===== config.mk =====
export PLATFORM = sky130hd
export DESIGN_NAME = systolic_result_collector
export DESIGN_NICKNAME = d
export VERILOG_FILES = /design/src/rtl/systolic_pkg.sv /design/src/rtl/systolic_res_mux.sv /design/src/rtl/systolic_result_collector.sv
export SDC_FILE = /design/constraint.sdc
export NUM_CORES = 1
export LEC_CHECK = 0
export BUFFER_PORTS_ARGS = -buffer_cell sky130_fd_sc_hd__buf_2
export CAP_MARGIN = 0
export CORE_MARGIN = 2
export CORE_UTILIZATION = 23
export DETAILED_ROUTE_END_ITERATION = 8
export GPL_ROUTABILITY_DRIVEN = 0
export PLACE_DENSITY = 0.52
export RECOVER_POWER = 100
export SLEW_MARGIN = 10
export SYNTH_ARGS = -nofsm -noshare
export SYNTH_HDL_FRONTEND = slang
export SYNTH_SLANG_ARGS = --single-unit

===== constraint.sdc =====
create_clock -name clk -period 3.65 [get_ports clk]
set_input_delay 0.73 -clock clk [delete_from_list [all_inputs] [get_ports clk]]
set_output_delay 0.73 -clock clk [all_outputs]
set_load 0.02 [all_outputs]

===== src/rtl/systolic_pkg.sv =====
// Shared definitions for the 2x2 systolic convolution tile.
// Holds the default result width, the tile dimensions, the result-collector
// state encoding and the raster index encoding of the four tile results.
package systolic_pkg;

  localparam int unsigned DATA_W_DEFAULT = 8;

  localparam int unsigned OUT_ROWS = 2;
  localparam int unsigned OUT_COLS = 2;
  localparam int unsigned NUM_RES  = OUT_ROWS * OUT_COLS;

  localparam int unsigned IDX_W = 2;
  localparam int unsigned CNT_W = 5;

  typedef enum logic [1:0] {
    IDLE  = 2'd0,
    WAIT  = 2'd1,
    DRAIN = 2'd2
  } coll_state_e;

  // Raster order of the drained results
  localparam logic [IDX_W-1:0] IDX_R11 = 2'd0;
  localparam logic [IDX_W-1:0] IDX_R12 = 2'd1;
  localparam logic [IDX_W-1:0] IDX_R21 = 2'd2;
  localparam logic [IDX_W-1:0] IDX_R22 = 2'd3;

endpackage


===== src/rtl/systolic_res_mux.sv =====
// Result capture registers with a 4:1 raster-index select.
// Optional build macro: COLLECTOR_RELU_EN -- values are treated as two's
// complement and negatives are stored as 0 at capture time.
// Ports:
//   clk, rst    clock, asynchronous active-high reset (clears all results)
//   cap_en_i    per-result capture strobe, bit i loads pe_i[i] into r[i]
//   pe_i        live PE accumulator values, index = raster index
//   sel_i       raster index to present
//   data_c_o    selected captured result (combinational from registers)
module systolic_res_mux
  import systolic_pkg::*;
#(
  parameter int unsigned DATA_W = DATA_W_DEFAULT
) (
  input  logic                           clk,
  input  logic                           rst,
  input  logic [NUM_RES-1:0]             cap_en_i,
  input  logic [NUM_RES-1:0][DATA_W-1:0] pe_i,
  input  logic [IDX_W-1:0]               sel_i,
  output logic [DATA_W-1:0]              data_c_o
);

  logic [NUM_RES-1:0][DATA_W-1:0] cap_val;
  logic [NUM_RES-1:0][DATA_W-1:0] r_d;
  logic [NUM_RES-1:0][DATA_W-1:0] r_q;

  // Capture-path conditioning; ReLU sits here so it costs no cycle
  always_comb begin
    cap_val = '0;
    for (int i = 0; i < NUM_RES; i++) begin
`ifdef COLLECTOR_RELU_EN
      cap_val[i] = pe_i[i][DATA_W-1] ? '0 : pe_i[i];
`else
      cap_val[i] = pe_i[i];
`endif
    end
  end

  // Load only on the settle strobe so later PE activity cannot disturb results
  always_comb begin
    r_d = r_q;
    for (int i = 0; i < NUM_RES; i++) begin
      if (cap_en_i[i]) begin
        r_d[i] = cap_val[i];
      end
    end
  end

  always_ff @(posedge clk or posedge rst) begin
    if (rst) begin
      r_q <= '0;
    end else begin
      r_q <= r_d;
    end
  end

  // Raster select
  always_comb begin
    data_c_o = '0;
    case (sel_i)
      IDX_R11: data_c_o = r_q[0];
      IDX_R12: data_c_o = r_q[1];
      IDX_R21: data_c_o = r_q[2];
      IDX_R22: data_c_o = r_q[3];
      default: data_c_o = '0;
    endcase
  end

endmodule


===== src/rtl/systolic_result_collector.sv =====
// Output-side collector for the 2x2 systolic array: follows the feed
// sequence from start_i, captures each PE on its settle cycle (removing the
// diagonal skew), drains r11,r12,r21,r22 over a valid/ready stream and
// pulses array_clr_o so the array can begin the next tile clean.
// Optional build macro: COLLECTOR_RELU_EN (ReLU at capture, see systolic_res_mux).
// Ports:
//   clk, rst              clock, asynchronous active-high reset
//   start_i               one-cycle pulse on the array's first feed cycle
//   pe11_i..pe22_i        live PE accumulators
//   res_data_o/res_idx_o  result word and raster index, valid with res_valid_o
//   res_ready_i           downstream accept
//   tile_done_o           pulse after r22 is accepted
//   array_clr_o           pulse to zero the array accumulators
//   busy_o                collector in WAIT or DRAIN
//   overrun_o             sticky: start_i dropped while busy
//   overrun_clr_i         clears overrun_o (a same-cycle new overrun wins)
module systolic_result_collector
  import systolic_pkg::*;
#(
  parameter int unsigned DATA_W   = DATA_W_DEFAULT,
  parameter int unsigned CAP_BASE = 13
) (
  input  logic              clk,
  input  logic              rst,
  input  logic              start_i,
  input  logic [DATA_W-1:0] pe11_i,
  input  logic [DATA_W-1:0] pe12_i,
  input  logic [DATA_W-1:0] pe21_i,
  input  logic [DATA_W-1:0] pe22_i,
  output logic [DATA_W-1:0] res_data_o,
  output logic [IDX_W-1:0]  res_idx_o,
  output logic              res_valid_o,
  input  logic              res_ready_i,
  output logic              tile_done_o,
  output logic              array_clr_o,
  output logic              busy_o,
  output logic              overrun_o,
  input  logic              overrun_clr_i
);

  localparam int unsigned CNT_EW = CNT_W + 1;
  // Compared against the pre-saturation increment so CAP_BASE+2 = 32 is reachable
  localparam logic [CNT_EW-1:0] CAP_R11  = CNT_EW'(CAP_BASE);
  localparam logic [CNT_EW-1:0] CAP_MID  = CNT_EW'(CAP_BASE + 1);
  localparam logic [CNT_EW-1:0] CAP_R22  = CNT_EW'(CAP_BASE + 2);
  localparam logic [CNT_W-1:0]  CNT_MAX  = '1;
  localparam logic [CNT_W-1:0]  CNT_ONE  = CNT_W'(1);

  coll_state_e state_q, state_d;
  logic [CNT_W-1:0]  cnt_q, cnt_d;
  logic [CNT_EW-1:0] cnt_inc;
  logic [IDX_W-1:0]  res_idx_q, res_idx_d;
  logic              res_valid_q, res_valid_d;
  logic [DATA_W-1:0] res_data_q, res_data_d;
  logic              tile_done_q, tile_done_d;
  logic              array_clr_q, array_clr_d;
  logic              busy_q, busy_d;
  logic              overrun_q, overrun_d;
  logic [NUM_RES-1:0] cap_en;
  logic              hs;
  logic              last_hs;
  logic              start_drop;

  assign cnt_inc = {1'b0, cnt_q} + CNT_EW'(1);
  assign hs      = res_valid_q & res_ready_i;
  assign last_hs = hs & (res_idx_q == IDX_R22);
  // The only start accepted while busy is the one coinciding with the final handshake
  assign start_drop = start_i & (state_q != IDLE) & ~last_hs;

  // Next-state, capture strobes and stream control
  always_comb begin
    state_d     = state_q;
    cnt_d       = cnt_q;
    res_idx_d   = res_idx_q;
    res_valid_d = res_valid_q;
    tile_done_d = 1'b0;
    array_clr_d = 1'b0;
    overrun_d   = overrun_q;
    cap_en      = '0;

    case (state_q)
      IDLE: begin
        if (start_i) begin
          state_d = WAIT;
          cnt_d   = CNT_ONE;
        end
      end
      WAIT: begin
        cnt_d = (cnt_q == CNT_MAX) ? cnt_q : cnt_inc[CNT_W-1:0];
        if (cnt_inc == CAP_R11) begin
          cap_en[0] = 1'b1;
        end
        if (cnt_inc == CAP_MID) begin
          cap_en[1] = 1'b1;
          cap_en[2] = 1'b1;
        end
        if (cnt_inc == CAP_R22) begin
          cap_en[3]   = 1'b1;
          array_clr_d = 1'b1;
          state_d     = DRAIN;
          res_valid_d = 1'b1;
          res_idx_d   = IDX_R11;
        end
      end
      DRAIN: begin
        if (last_hs) begin
          res_valid_d = 1'b0;
          res_idx_d   = IDX_R11;
          tile_done_d = 1'b1;
          state_d     = IDLE;
          cnt_d       = '0;
          if (start_i) begin
            state_d = WAIT;
            cnt_d   = CNT_ONE;
          end
        end else if (hs) begin
          res_idx_d = res_idx_q + IDX_W'(1);
        end
      end
      default: begin
        state_d = IDLE;
        cnt_d   = '0;
      end
    endcase

    // A new overrun event takes priority over a same-cycle clear
    if (overrun_clr_i) begin
      overrun_d = 1'b0;
    end
    if (start_drop) begin
      overrun_d = 1'b1;
    end
  end

  assign busy_d = (state_d != IDLE);

  systolic_res_mux #(
    .DATA_W (DATA_W)
  ) u_res_mux (
    .clk      (clk),
    .rst      (rst),
    .cap_en_i (cap_en),
    .pe_i     ({pe22_i, pe21_i, pe12_i, pe11_i}),
    .sel_i    (res_idx_d),
    .data_c_o (res_data_d)
  );

  always_ff @(posedge clk or posedge rst) begin
    if (rst) begin
      state_q     <= IDLE;
      cnt_q       <= '0;
      res_idx_q   <= '0;
      res_valid_q <= 1'b0;
      res_data_q  <= '0;
      tile_done_q <= 1'b0;
      array_clr_q <= 1'b0;
      busy_q      <= 1'b0;
      overrun_q   <= 1'b0;
    end else begin
      state_q     <= state_d;
      cnt_q       <= cnt_d;
      res_idx_q   <= res_idx_d;
      res_valid_q <= res_valid_d;
      res_data_q  <= res_data_d;
      tile_done_q <= tile_done_d;
      array_clr_q <= array_clr_d;
      busy_q      <= busy_d;
      overrun_q   <= overrun_d;
    end
  end

  assign res_data_o  = res_data_q;
  assign res_idx_o   = res_idx_q;
  assign res_valid_o = res_valid_q;
  assign tile_done_o = tile_done_q;
  assign array_clr_o = array_clr_q;
  assign busy_o      = busy_q;
  assign overrun_o   = overrun_q;

endmodule


==> flow_summary.json <==
{
  "nets": 325,
  "final_max_slew_viol_count": 0,
  "dp.cells": 414,
  "async_reset_ff_frac": 1.000,
  "max_freq_mhz": 347.9,
  "rsz0062_at_grt": "false",
  "multi_input_area_mm2": 0.001187,
  "rrSetupSlack_ps": 780,
  "yosysMostFrequentCell": "dfrtp_1",
  "tns_ps": 0,
  "setup_viol": 0,
  "core_area_mm2": 0.01142,
  "rows": 39,
  "worstPathRequired_ps": 3810,
  "seq_area_frac_synth": 0.5030,
  "n_fill_cell": 1248,
  "grt_max_degree": 29,
  "dpl.hpwl_mm": 4.910,
  "ios": 52,
  "path_max_fanout": 9,
  "fin_crit_sh": 0.7875,
  "regArea_mm2": 0.001351,
  "die_w_um": 112.1,
  "vias": 1993,
  "power.leakage_nw": 1.354,
  "drc_errors": 0,
  "cp-end-kind": "register",
  "path_class": "reg2reg",
  "cts_buffer_depth": 2,
  "worstMarginPinSlew_ps": 1463,
  "synth_warnings": 0,
  "clkPwrFrac": 0.209,
  "instances_no_fill": 422,
  "grt_pass1_vias": 2014,
  "yosys.area.top_type_share": 0.5030,
  "syn_inst": 228,
  "reg2reg_to": "res_data_o[4]",
  "vias_per_cell": 4.723,
  "cts-resized-gates": 0,
  "clkSinkCount": 54,
  "yosys.area.top_type": "dfrtp_1",
  "layout-drive-gt1-share": 0.2222,
  "power.internal_mw": 1.476,
  "p_sw_mw": 0.8689,
  "cts_buffers": 5,
  "ant_nets": 0,
  "hold_path_class": "reg2reg",
  "synth-main-ff-cell": "dfrtp_1",
  "r2r_start": "cnt_q[0]",
  "post_drt_wl_per_cell_um": 15.40,
  "syn_nets": 275,
  "dieHeight_um": 112.1,
  "dr.pass1.iters": 4,
  "cts_setup_buffers": 0,
  "cts_tree": "built",
  "clk_pin_slew_ps": 80,
  "clkLatencyLatePin_ps": 300,
  "arrival_ps": 3030,
  "grt_first_pass_wirelength_mm": 10.75,
  "synth_edf_count": 0,
  "pwr-share-seq": 0.453,
  "cap_violations": 0,
  "status": "completed",
  "clock_skew_ps": 6.823,
  "synth_area_leaders": "dfrtp_1 50%, mux2_2 5.9%, ha_1 4.7%",
  "drt-total-wl_mm": 6.499,
  "synth_common_cells": "54 x dfrtp_1, 20 x o21ai_0, 14 x mux2_2",
  "reg2reg_depth": 7,
  "comb_power_share": 0.338,
  "dieArea_mm2": 0.01256,
  "hold_viol": 0,
  "numPortBuffers": 51,
  "synth_cell_types": 47,
  "powerDensity_mw_per_mm2": 742.1,
  "ctsHoldBuffers": 0,
  "crit_start": "cnt_q[0]",
  "finalCriticalPeriod_ps": 2874,
  "avgSynthCellArea_um2": 11.78,
  "synthToLayoutAreaGrowth_pct": 17.61,
  "drt_iter0_drc": 92,
  "grt_usage": 0.1055,
  "antenna_found_initial": 0,
  "ir_worst_vdd_mv": 0.2279,
  "root_buffer": "clkbuf_16",
  "slew_headroom": 0.02449,
  "synth.cell_area_mm2": 0.002686,
  "h-tree-depth": 2,
  "fin_util": 0.2767,
  "grt_overflow": 0,
  "switching_share": 0.3706,
  "ys_ff_latch": 54,
  "antenna_cells": 0,
  "worstSetupStartpointType": "register",
  "start_util": 0.2353,
  "crit_end": "res_data_o[4]"
}
## sequential cells by signal (all words and copies together), names as in the netlist
name	cells
u_res_mux.r_q	32
res_data_o	8
cnt_q	5
res_idx_o	2
state_q	2
array_clr_o	1
busy_o	1
overrun_o	1
res_valid_o	1
tile_done_o	1
## how the worst min path moves through the flow
stage                 startpoint           endpoint  cells after the start
5_1_grt        u_res_mux.r_q[21]  u_res_mux.r_q[21]                      1
6_report       u_res_mux.r_q[21]  u_res_mux.r_q[21]                      1
3_3_place_gp   u_res_mux.r_q[21]  u_res_mux.r_q[21]                      1
3_5_place_dp   u_res_mux.r_q[21]  u_res_mux.r_q[21]                      1
2_1_floorplan           cnt_q[4]           cnt_q[4]                      2
4_1_cts        u_res_mux.r_q[21]  u_res_mux.r_q[21]                      1
## cells in the final DEF (no fill, tap or decap), drive strengths merged, types with 2 or more instances in the layout
cell / n
a311oi: 9
nand2: 10
clkbuf: 21
nand4b: 2
o21ai: 24
a21oi: 4
nor2: 6
dfrtp: 54
nor2b: 3
and2: 3
and3: 2
nor3: 2
nand3: 11
ha: 10
clkinvlp: 2
mux2: 32
a32oi: 8
buf: 37
inv: 13
o31ai: 3
nand2b: 4
## critical path, cell delays in order (launching register included)
cell and delay, ps:
dfrtp_1 440, ha_1 280, and3_1 170, ha_1 330, nor2b_1 90, a311oi_1 870
or2_1 420, a32oi_1 150
## cell type report
type | count | area share
Clock buffer | 5 | 0.03960
Clock inverter | 3 | 0.007525
Inverter | 12 | 0.01426
Multi-Input combinational cell | 152 | 0.3758
Sequential cell | 54 | 0.4277
Tap cell | 143 | 0.05663
Timing Repair Buffer | 53 | 0.07842
## cells by family after synthesis
logic type	synth area share
DFF	0.5030
muxes	0.1453
adders and majority gates	0.04658
AOI/OAI and AO/OA	0.1747
buffers and inverters	0.03493
and+or+nand+nor	0.09548
## power by group through the flow
stage / clock [mW] / sequential [mW] / combinational, mW
floorplan: 0 / 1.07 / 0.583
global placement: 0 / 1.08 / 0.850
detailed placement: 0 / 1.07 / 0.866
CTS: 0.499 / 1.06 / 0.871
global route: 0.523 / 1.10 / 0.892
finish: 0.490 / 1.06 / 0.792
## routing by layer
layer  track usage  share of wire
met4       0.02439          0.015
met5             0              0
met1        0.1574           0.50
met3       0.01944          0.046
met2        0.1596           0.44
## stage by stage
step / setup WS, ps / area (um2) / hold slack [ps] / total power [mW]
final: 775.7 / 3159 / 496.7 / 2.344
after global routing: 543.9 / 3159 / 520.3 / 2.515
after CTS: 967.8 / 3236 / 502.8 / 2.434
after detailed placement: 970.2 / 3087 / 484.8 / 1.940
after global placement: 1084 / 3087 / 481.6 / 1.928
after floorplan: 1344 / 2686 / 456.3 / 1.652
(Power assumes the default switching activity.)
